### config.mk
export PLATFORM = sky130hd
export DESIGN_NAME = data_mem_ctrl
export DESIGN_NICKNAME = d
export VERILOG_FILES = /design/src/rtl/data_mem_ctrl.sv
export SDC_FILE = /design/constraint.sdc
export NUM_CORES = 1
export LEC_CHECK = 0
export BUFFER_PORTS_ARGS = -buffer_cell sky130_fd_sc_hd__buf_2
export CAP_MARGIN = 10
export CORE_MARGIN = 3
export CORE_UTILIZATION = 47
export CTS_CLUSTER_SIZE = 28
export DETAILED_ROUTE_END_ITERATION = 7
export PLACE_DENSITY = 0.89
export SYNTH_ARGS = -nofsm -noshare
export SYNTH_HDL_FRONTEND = slang
export SYNTH_SLANG_ARGS = --single-unit
export TNS_END_PERCENT = 50
### constraint.sdc
create_clock -name i_clk -period 2.7 [get_ports i_clk]
set_clock_uncertainty 0.05 [all_clocks]
set_input_delay 0.135 -clock i_clk [delete_from_list [all_inputs] [get_ports i_clk]]
set_output_delay 0.135 -clock i_clk [all_outputs]
set_load 0.01 [all_outputs]
### src/rtl/data_mem_ctrl.sv
// data_mem_ctrl: sequences every Data_memory access for the MEM stage and the debug unit,
// turning sub-word stores into read-modify-write. Define DATA_MEM_CTRL_DEBUG_EN for the debug port.
module data_mem_ctrl #(
  parameter int unsigned RAM_WIDTH    = 32,
  parameter int unsigned ADDR_WIDTH   = 10,
  parameter int unsigned STARVE_LIMIT = 8
) (
  input  logic                  i_clk,
  input  logic                  i_reset,
  input  logic                  i_p_req,
  input  logic                  i_p_we,
  input  logic [1:0]            i_p_size,
  input  logic                  i_p_unsigned,
  input  logic [ADDR_WIDTH+1:0] i_p_addr,
  input  logic [RAM_WIDTH-1:0]  i_p_wdata,
  output logic                  o_p_stall,
  output logic                  o_p_done,
  output logic                  o_p_err,
  output logic [RAM_WIDTH-1:0]  o_p_rdata,
  input  logic                  i_d_req,
  input  logic [ADDR_WIDTH-1:0] i_d_addr,
  output logic                  o_d_valid,
  output logic [RAM_WIDTH-1:0]  o_d_rdata,
  output logic [ADDR_WIDTH-1:0] o_mem_addr,
  output logic [RAM_WIDTH-1:0]  o_mem_wdata,
  output logic                  o_mem_we,
  input  logic [RAM_WIDTH-1:0]  i_mem_rdata
);

  typedef enum logic [2:0] {
    IDLE, P_WR, P_RD, P_RDV, P_RMW_RD, P_RMW_WR, D_RD, D_RDV
  } state_t;

  state_t                state;
  logic [ADDR_WIDTH+1:0] addr_q;
  logic [1:0]            size_q;
  logic                  uns_q;
  logic                  mis_q;
  logic                  done_q;
  logic [RAM_WIDTH-1:0]  wdata_q;
  logic [RAM_WIDTH-1:0]  merged;
  logic [RAM_WIDTH-1:0]  load_ext;
  logic [7:0]            lane_b;
  logic [15:0]           lane_h;
  logic                  req_word;
  logic                  req_half;
  logic                  req_mis;

  assign req_word = i_p_size[1];
  assign req_half = (i_p_size == 2'b01);
  assign req_mis  = (req_half & i_p_addr[0]) | (req_word & (i_p_addr[1:0] != 2'b00));

`ifdef DATA_MEM_CTRL_DEBUG_EN
  localparam int unsigned CNT_W = $clog2(STARVE_LIMIT + 1);
  localparam logic [CNT_W-1:0] STARVE_TH = CNT_W'(STARVE_LIMIT);

  logic [CNT_W-1:0] starve_cnt;
  logic             dvalid_q;
  logic             d_win;

  assign d_win = i_d_req & (~i_p_req | (starve_cnt >= STARVE_TH));

  // A debug request already being served is not counted as waiting.
  always_ff @(posedge i_clk) begin
    if (!i_reset) begin
      starve_cnt <= '0;
    end else if (state == IDLE && d_win) begin
      starve_cnt <= '0;
    end else if (i_d_req && state != D_RD && state != D_RDV && starve_cnt != '1) begin
      starve_cnt <= starve_cnt + 1'b1;
    end
  end

  assign o_d_valid = dvalid_q;
  assign o_d_rdata = (state == D_RDV) ? i_mem_rdata : '0;
`else
  logic unused_dbg;
  assign unused_dbg = ^{i_d_req, i_d_addr};
  assign o_d_valid  = 1'b0;
  assign o_d_rdata  = '0;
`endif

  always_ff @(posedge i_clk) begin
    if (!i_reset) begin
      state   <= IDLE;
      addr_q  <= '0;
      size_q  <= '0;
      uns_q   <= 1'b0;
      mis_q   <= 1'b0;
      wdata_q <= '0;
      done_q  <= 1'b0;
`ifdef DATA_MEM_CTRL_DEBUG_EN
      dvalid_q <= 1'b0;
`endif
    end else begin
      done_q <= 1'b0;
`ifdef DATA_MEM_CTRL_DEBUG_EN
      dvalid_q <= 1'b0;
`endif
      case (state)
        IDLE: begin
`ifdef DATA_MEM_CTRL_DEBUG_EN
          if (d_win) begin
            state  <= D_RD;
            addr_q <= {i_d_addr, 2'b00};
            mis_q  <= 1'b0;
          end else
`endif
          if (i_p_req) begin
            addr_q  <= i_p_addr;
            size_q  <= i_p_size;
            uns_q   <= i_p_unsigned;
            wdata_q <= i_p_wdata;
            mis_q   <= req_mis;
            // Misaligned accesses finish at once with the error flag and no memory write.
            if (req_mis) begin
              state  <= i_p_we ? P_WR : P_RDV;
              done_q <= 1'b1;
            end else if (!i_p_we) begin
              state <= P_RD;
            end else if (req_word) begin
              state  <= P_WR;
              done_q <= 1'b1;
            end else begin
              state <= P_RMW_RD;
            end
          end
        end
        P_RD: begin
          state  <= P_RDV;
          done_q <= 1'b1;
        end
        P_RMW_RD: begin
          state  <= P_RMW_WR;
          done_q <= 1'b1;
        end
`ifdef DATA_MEM_CTRL_DEBUG_EN
        D_RD: begin
          state    <= D_RDV;
          dvalid_q <= 1'b1;
        end
`endif
        default: state <= IDLE;
      endcase
    end
  end

  always_comb begin
    lane_b = i_mem_rdata[{addr_q[1:0], 3'b000} +: 8];
    lane_h = i_mem_rdata[{addr_q[1], 4'b0000} +: 16];
    case (size_q)
      2'b00:   load_ext = {{(RAM_WIDTH-8){lane_b[7] & ~uns_q}}, lane_b};
      2'b01:   load_ext = {{(RAM_WIDTH-16){lane_h[15] & ~uns_q}}, lane_h};
      default: load_ext = i_mem_rdata;
    endcase
    merged = i_mem_rdata;
    if (size_q == 2'b00) begin
      merged[{addr_q[1:0], 3'b000} +: 8] = wdata_q[7:0];
    end else begin
      merged[{addr_q[1], 4'b0000} +: 16] = wdata_q[15:0];
    end
  end

  assign o_mem_addr  = addr_q[ADDR_WIDTH+1:2];
  assign o_mem_wdata = (state == P_RMW_WR) ? merged : wdata_q;
  assign o_mem_we    = i_reset & ~mis_q & ((state == P_WR) | (state == P_RMW_WR));
  assign o_p_done    = done_q;
  assign o_p_err     = done_q & mis_q;
  assign o_p_rdata   = (state == P_RDV && !mis_q) ? load_ext : '0;
  assign o_p_stall   = i_p_req & ~done_q;

endmodule
Yosys cells after proc, flatten, opt, wreduce, memory -nomap -nowiden
Cells that the tools add are included.

Bits in registers: 52. Latch bits: 0. Bits in writable memories: 0. Bits in read-only memories: 0. Input bits: 94. Output and inout bits: 111. Word-level logic and storage cells: 60. Memories kept: 0.

$add $sub $neg: 2. Multipliers: 0. Divide/modulo/power cells: 0. $lt $le $gt $ge: 0. Equal/unequal tests: 8. Shifts and indexed selects: 6. Muxes and demuxes: 17. Bitwise operators: 13. Reduce and logical (&&, ||, !) cells: 7.

Operators with widths (count): $mux W32 (3); $bwmux W32 (2); $pmux W32 S2 (1); $shift A16 B7 Y32 const A (1); $shift A8 B7 Y32 const A (1); $shiftx A16 B7 Y32 (1); $shiftx A32 B6 Y16 (1); $shiftx A32 B6 Y8 (1); $shiftx A8 B7 Y32 (1); $neg A5 Y7 (2); $mux W3 (4); $pmux W3 S3 (1); $and A1 B1 Y1 (8); $eq A3 B2 Y1 const B (2); $eq A3 B3 Y1 const B (2); $eq A2 B1 Y1 const B (2); $mux W1 (4); $eq A3 B1 Y1 const B (1); $logic_not A3 Y1 (1); $not A1 Y1 (3); $logic_not A2 Y1 (1); $mux W2 (1); $ne A2 B2 Y1 const B (1); $or A1 B1 Y1 (2); 6 further kinds (6).

Depth between registers and ports, before layout
Gate-level depths: netlist of run 1.

Depth after elaboration: 6. Mapped depth: 9. Mapped depth without buffers: 6.

Least setup slack after synthesis of run 1
OpenSTA, ideal clock, no wires.

Path type: register to output. Start: register addr_q[1]. End: output o_mem_wdata[16]. Arrival: 2263 ps. Data required time: 2515 ps. Slack: 252 ps. Stages on the path, launching flop included: 9. Buffers on the path: 2. Cell sequence: dfxtp_1 > buf_2 > clkbuf_1 > inv_1 > ha_1 > or3b_4 > nor3b_4 > a21oi_1 > o221ai_1.

Word-level cells in the longest chain between the ends: 5. Elaborated cells between the ends (all ways): 10. Those cells by class: add/sub (2); shift (4); mux (4).

Ends and longest elaborated chain: from (decl) (line 35) `logic [ADDR_WIDTH+1:0] addr_q;`; from (signal assigned) (line 110) `addr_q <= i_p_addr;`; $neg A5 Y7, on equally long branches (line 160, 158); $shiftx A16 B7 Y32 (tied with other cells) (line 160) `merged[{addr_q[1], 4'b0000} +: 16] = wdata_q[15:0];`; $bwmux W32, on equally long branches (line 160, 158); $mux W32 (*) (line 157) `if (size_q == 2'b00) begin`; $mux W32 (*) (line 165) `assign o_mem_wdata = (state == P_RMW_WR) ? merged : wdata_q;`; to (decl) (line 25) `output logic [RAM_WIDTH-1:0] o_mem_wdata,`.

Every way passes the cells marked *; elsewhere a longest branch is shown, timed or not.

Final worst setup path of run 1
Start: register addr_q[0]. End: output o_mem_wdata[22].

Word-level cells in the longest chain between the ends: 5. Elaborated cells between the ends (all ways): 6. Those cells by class: add/sub (1); shift (2); mux (3).

Ends and longest elaborated chain: $neg A5 Y7 (*) (line 158) `merged[{addr_q[1:0], 3'b000} +: 8] = wdata_q[7:0];`; $shiftx A8 B7 Y32 / $shift A8 B7 Y32 (equally long branches) (line 158); $bwmux W32 (*) (line 158); $mux W32 (*) (line 157); $mux W32 (*) (line 165).

Marks and branches as above.

==> results.tsv, run 1 <==
metric	value	unit
core area	8341	µm²
transition time of the tightest slew-check pin	0.7792	ns
clk slew on worst S/H paths	0.10	ns
final setup violation count	0	
Syn Area/Cell	7.623	µm²
run status	finished clean	
post-detailed-route count of antenna-violating nets	0	
logic gate share of total power	0.302	
sum of overflow across all layers after global routing	0	
Total GRT Usage	0.2472	
Reg area	1042	µm²
net switching fraction of the power	0.3381	
number of synthesized register bits	52	
Async SR Flop Fraction	0	
slack of the worst reg-to-reg path	0.89	ns
beginning of the critical path	addr_q[0]	
number of placement rows	33	
Final min period	2.617	ns
H-tree level count	2	
via-per-instance ratio	5.534	
clock tree from TritonCTS	yes	
RD Place Congestion	0.9558	
top cells by area, synth	dfxtp_1 (25%), nand2_1 (15%), buf_4 (8.6%)	
fraction of final layout cells sized beyond drive strength 1	0.3264	
vertical extent of the die	99.50	µm
Flop pwr share	0.434	
total inserted antenna cells	0	
number of max-slew violations in the final report	0	
Inserted Clock Buffers	5	
P_sw	0.6976	mW
largest net degree at the start of global routing	51	
Initial DRC Count	225	
number of cells traversed by the worst register-to-register path	4	
required arrival time at the worst endpoint	2.52	ns
combined area of all synthesized cells	4109	µm²
Warnings, synthesis	0	
Power per Cell Area	422.5	nW/µm²
library cell occupying the most area in the post-synthesis netlist	dfxtp_1	
floorplan die area	9900	µm²
1st-pass router iterations	5	
reported max-cap violation count	0	
max frequency	382.1	MHz
DRC violation count after routing	0	
drt wl/cell	16.72	µm
number of antenna violations at the first check in global routing	0	
post-route core utilization	0.5855	
Hold Vio Cnt, Final	0	
DR vias	4294	
area of the multi-input gates	2644	µm²
worst min path class	input port to flop	
Slew headroom	0.4805	
sequential area share after synthesis	0.2533	
ranking of synthesized cells by instance count	nand2_1 (168), dfxtp_1 (52), buf_4 (47)	
Clock Tree Buf Depth	2	
unrepaired setup endpoints after global routing	yes	
count of clock tree sinks	52	
WHS Endpoint	wdata_q[5]	
internal power	1.366	mW
CP endpoint kind	output pin	
post-route worst setup slack	0.08262	ns
clock root cell	clkbuf_8	
Period Utilization, post-route	0.9694	
nets	769	
filler instances	774	
Syn-to-layout area delta	18.85	%
number of enable flip-flop cells after synthesis	0	
fraction of post-synthesis cell area in the top cell type by area	0.2533	
Die Wd	99.50	µm
cell count of the worst hold path	3	
reg-to-reg critical path endpoint	wdata_q[22]	
clk_lat worst skew	0.30	ns
maximum fanout encountered on the critical timing path	7	
static power due to leakage	2.354	nW
final HPWL from detailed placement	10120	µm
leading register cell type out of synthesis	dfxtp_1	
share of power burned in the clock network	0.263	
Arr. time, crit path	2.43	ns
Startpoint Class	flop	
starting density of the core	0.4926	
worst setup path class	flop to output pin	
cell count after synthesis	539	
count of port buffers added during placement	160	
total routed wirelength	12970	µm
Worst Setup Slack post-DPL	0.3625	ns
wire length of the first global-routing pass	19980	µm
vias in the first global route	4008	
reg-to-reg startpoint	state[1]	
Peak VDD IR	0.0002980	V
I/O pins	205	
most repeated cell in the gate-level netlist after synthesis	nand2_1	
worst hold path startpoint	i_p_wdata[5]	
post-synth cell types	52	
==> cells by family after synthesis <==
group,synth area share
AOI/OAI and AO/OA,0.2722
other,0.0009126
muxes,0.06425
buffers and inverters,0.1392
DFF,0.2533
adders and majority gates,0.01523
and+or+nand+nor,0.2549
==> flip-flops by register name (all words and copies together) (netlist names) <==
signal	flops
addr_q	12
mis_q	1
o_p_done	1
size_q	2
state	3
uns_q	1
wdata_q	32
==> cells in the final DEF (no fill, tap or decap), types with 3 or more instances in the layout <==
master,Yosys,routed
nand2_1,168,168
buf_2,13,160
dfxtp_1,52,51
a21boi_0,41,41
conb_1,1,33
a21oi_1,19,19
mux2i_1,17,17
nor2b_1,17,17
nor2_1,17,16
o221ai_1,16,13
inv_1,14,12
o21ai_0,10,10
a221oi_2,8,8
a221o_1,8,8
a22o_1,8,8
buf_4,47,8
mux2_2,7,7
a222oi_1,7,7
a21boi_1,6,6
clkbuf_8,0,5
a211oi_1,4,4
ha_1,5,4
nor3_1,3,3
o21ai_2,2,3
o221ai_2,0,3
==> final cells by class <==
cell class              instances  share of cell area
clock buffers                   6             0.01486
flip-flops and latches         52              0.2134
well taps                     105             0.02690
clock inverters                 2            0.007943
inverters                      14             0.01076
repair buffers                171              0.1847
multi-input cells             426              0.5414
==> through the flow <==
step | total power [mW] | hold slack (ns) | instance area [µm²] | setup TNS [ns] | cells
global route | 2.178 | 0.002169 | 4883 | -0.04095 | 776
floorplan | 1.355 | 0.2198 | 4229 | 0 | 571
finish | 2.063 | 0.009738 | 4883 | 0 | 776
CTS | 2.062 | 0.004004 | 4835 | 0 | 774
detailed placement | 1.522 | 0.3328 | 4723 | 0 | 766
global placement | 1.508 | 0.3263 | 4723 | 0 | 766
==> per-layer routing <==
metal / vias up / track usage / wire (µm)
met5: - / 0 / 0
met4: 0 / 0.09244 / 388
met3: 28 / 0.04348 / 1219
met2: 225 / 0.4070 / 6149
met1: 1990 / 0.3233 / 5215
li1: 2051 / - / -
==> critical path, cell delays in order (launching register included) <==
cell and delay, ns:
dfxtp_1 0.35, inv_2 0.07, ha_2 0.32, or3b_4 0.41, nor3b_4 0.33, buf_4 0.18
a21oi_1 0.06, o221ai_1 0.22, buf_2 0.18
==> worst max path at each step <==
stage,end,slack [ns],cells past startpoint
5_1_grt,o_mem_wdata[19],-0.02,7
2_1_floorplan,o_mem_wdata[16],0.25,8
4_1_cts,o_mem_wdata[17],0.02,7
3_5_place_dp,o_mem_wdata[17],0.36,7
3_3_place_gp,o_mem_wdata[17],0.38,7
6_report,o_mem_wdata[22],0.08,8
==> what timing repair did <==
action	4_1_cts	5_1_grt
hold buffers	0	1
endpoints found under the hold margin	0	1
resized for setup	0	9
setup buffers	0	1
setup endpoints to repair	0	16
==> power groups by stage <==
stage | logic, mW | registers, mW | clock network [mW]
6_report | 0.624 | 0.896 | 0.543
5_1_grt | 0.686 | 0.903 | 0.589
4_1_cts | 0.614 | 0.892 | 0.557
3_5_place_dp | 0.613 | 0.910 | 0
3_3_place_gp | 0.601 | 0.906 | 0
2_1_floorplan | 0.477 | 0.878 | 0
No activity file was read; power rests on OpenSTA's default activity.
==> run 2, diff against run 1 <==
==> config.mk (replaced) <==
export PLATFORM = sky130hd
export DESIGN_NAME = data_mem_ctrl
export DESIGN_NICKNAME = d
export VERILOG_FILES = /design/src/rtl/data_mem_ctrl.sv
export SDC_FILE = /design/constraint.sdc
export NUM_CORES = 1
export LEC_CHECK = 0
export CAP_MARGIN = 10
export CELL_PAD_IN_SITES_DETAIL_PLACEMENT = 1
export CELL_PAD_IN_SITES_GLOBAL_PLACEMENT = 1
export CORE_MARGIN = 3
export CORE_UTILIZATION = 46
export CTS_BUF_LIST = sky130_fd_sc_hd__clkbuf_4
export CTS_CLUSTER_SIZE = 28
export DETAILED_ROUTE_END_ITERATION = 7
export DONT_BUFFER_PORTS = 1
export PLACE_DENSITY = 0.9
export SYNTH_ARGS = -nofsm -noshare
export SYNTH_HDL_FRONTEND = slang
export SYNTH_SLANG_ARGS = --single-unit
export TNS_END_PERCENT = 50
==> results.tsv, run 2 (same netlist as run 1, synthesis figures left out) <==
metric	value	unit
reported max-cap violation count	0	
vertical extent of the die	100.5	µm
clock tree from TritonCTS	yes	
Initial DRC Count	307	
Arr. time, crit path	2.53	ns
Reg with most FFs	wdata_q	
leading cell types in the layout, fill and taps excluded	nand2_1 (168), dlygate4sd3_1 (63), dfxtp_1 (49)	
I/O pins	205	
most common cell after layout, fill and taps aside	nand2_1	
number of max-slew violations in the final report	0	
Period Utilization, post-route	1.004	
Die Wd	100.5	µm
Peak VDD IR	0.0003210	V
maximum fanout encountered on the critical timing path	44	
vias in the first global route	4212	
Power per Cell Area	401.0	nW/µm²
CP endpoint kind	output pin	
floorplan die area	10100	µm²
post-detailed-route count of antenna-violating nets	0	
required arrival time at the worst endpoint	2.52	ns
fraction of final layout cells sized beyond drive strength 1	0.1351	
max frequency	368.7	MHz
run status	complete, but fails checks	
clk_lat worst skew	0.37	ns
post-route worst setup slack	-0.01188	ns
via-per-instance ratio	6.140	
Syn-to-layout area delta	16.75	%
static power due to leakage	1.985	nW
DRC violation count after routing	0	
Worst Setup Slack post-DPL	0.3895	ns
worst setup path class	flop to output pin	
Total GRT Usage	0.2958	
number of placement rows	33	
core area	8423	µm²
Final min period	2.712	ns
Largest register FFs	32	
worst min path class	input port to flop	
DR vias	4286	
sum of overflow across all layers after global routing	0	
largest net degree at the start of global routing	48	
1st-pass router iterations	8	
count of clock tree sinks	52	
drt wl/cell	23.79	µm
violated checks	setup timing	
Clock Tree Buf Depth	2	
largest registers	wdata_q (32), addr_q (12), state (3)	
number of antenna violations at the first check in global routing	1	
Hold Vio Cnt, Final	0	
nets	690	
RD Place Congestion	0.9048	
final setup violation count	1	
PnR Total Power	1.923	mW
wire length of the first global-routing pass	23340	µm
Slew headroom	0.2103	
clock root cell	clkbuf_4	
H-tree level count	2	
total routed wirelength	16600	µm
filler instances	1058	
Inserted Clock Buffers	5	
count of port buffers added during placement	0	
transition time of the tightest slew-check pin	1.181	ns
Startpoint Class	flop	
clk slew on worst S/H paths	0.17	ns
final HPWL from detailed placement	10760	µm
starting density of the core	0.4878	
-- run 2: final cells by class --
class,instances,area (µm²),area share
Clock inverter,2,13.76,0.002869
Tap cell,105,131.4,0.02739
Sequential cell,52,1045,0.2178
Timing Repair Buffer,92,859.6,0.1792
Multi-Input combinational cell,426,2648,0.5519
Clock buffer,6,45.04,0.009390
Inverter,14,52.55,0.01095
Antenna cell,1,2.502,0.0005216
-- run 2: worst max-delay path, cell delays in order (launching register included) --
cell and delay (ns):
dfxtp_2 0.40, buf_8 0.32, ha_1 0.24, nand2b_1 0.10, nor4_4 0.30, buf_4 0.16, a21oi_1 0.07, o221ai_1 0.33
buf_4 0.19
-- run 2: worst paths after layout --
check               endpoint  cells past startpoint  slack, ns   startpoint
min reg2reg      wdata_q[20]                      2       0.42  wdata_q[20]
max reg2reg       wdata_q[2]                      5       0.25     state[1]
min                 o_p_done                      2       0.01      i_p_req
max          o_mem_wdata[31]                      8      -0.01    addr_q[1]
-- run 2: repair_timing --
| action | in CTS | in global routing |
|---|---|---|
| buffers inserted | 1 | 2 |
| endpoints found under the setup margin | 30 | 34 |
| gates resized for setup | 1 | 13 |
| hold endpoints to repair | 52 | 0 |
| hold buffers | 63 | 0 |
| pin swaps | 1 | 5 |
-- run 2: metrics by stage --
step                      instance area [µm²]  cells  utilization  setup TNS [ns]  hold slack [ns]
after floorplan                          4229    571            -               0           0.2198
after global placement                   4038    623       0.4794               0           0.2264
after detailed placement                 4038    623       0.4794               0           0.2302
after CTS                                4738    695       0.5625               0          0.01555
after global routing                     4797    698       0.5695         -0.6606          0.02549
final                                    4797    698       0.5695        -0.01188          0.01317
-- run 2: metal layers --
metal | track usage | up-vias | part of all wire
met4 | 0.09534 | 0 | 0.037
met3 | 0.05952 | 55 | 0.093
li1 | - | 1904 | -
met1 | 0.3479 | 2071 | 0.37
met2 | 0.5352 | 256 | 0.50
met5 | 0 | - | 0
-- run 2: power breakdown --
group | switching [mW] | internal, mW
logic | 0.363 | 0.272
clock network | 0.260 | 0.115
registers | 0.0858 | 0.827
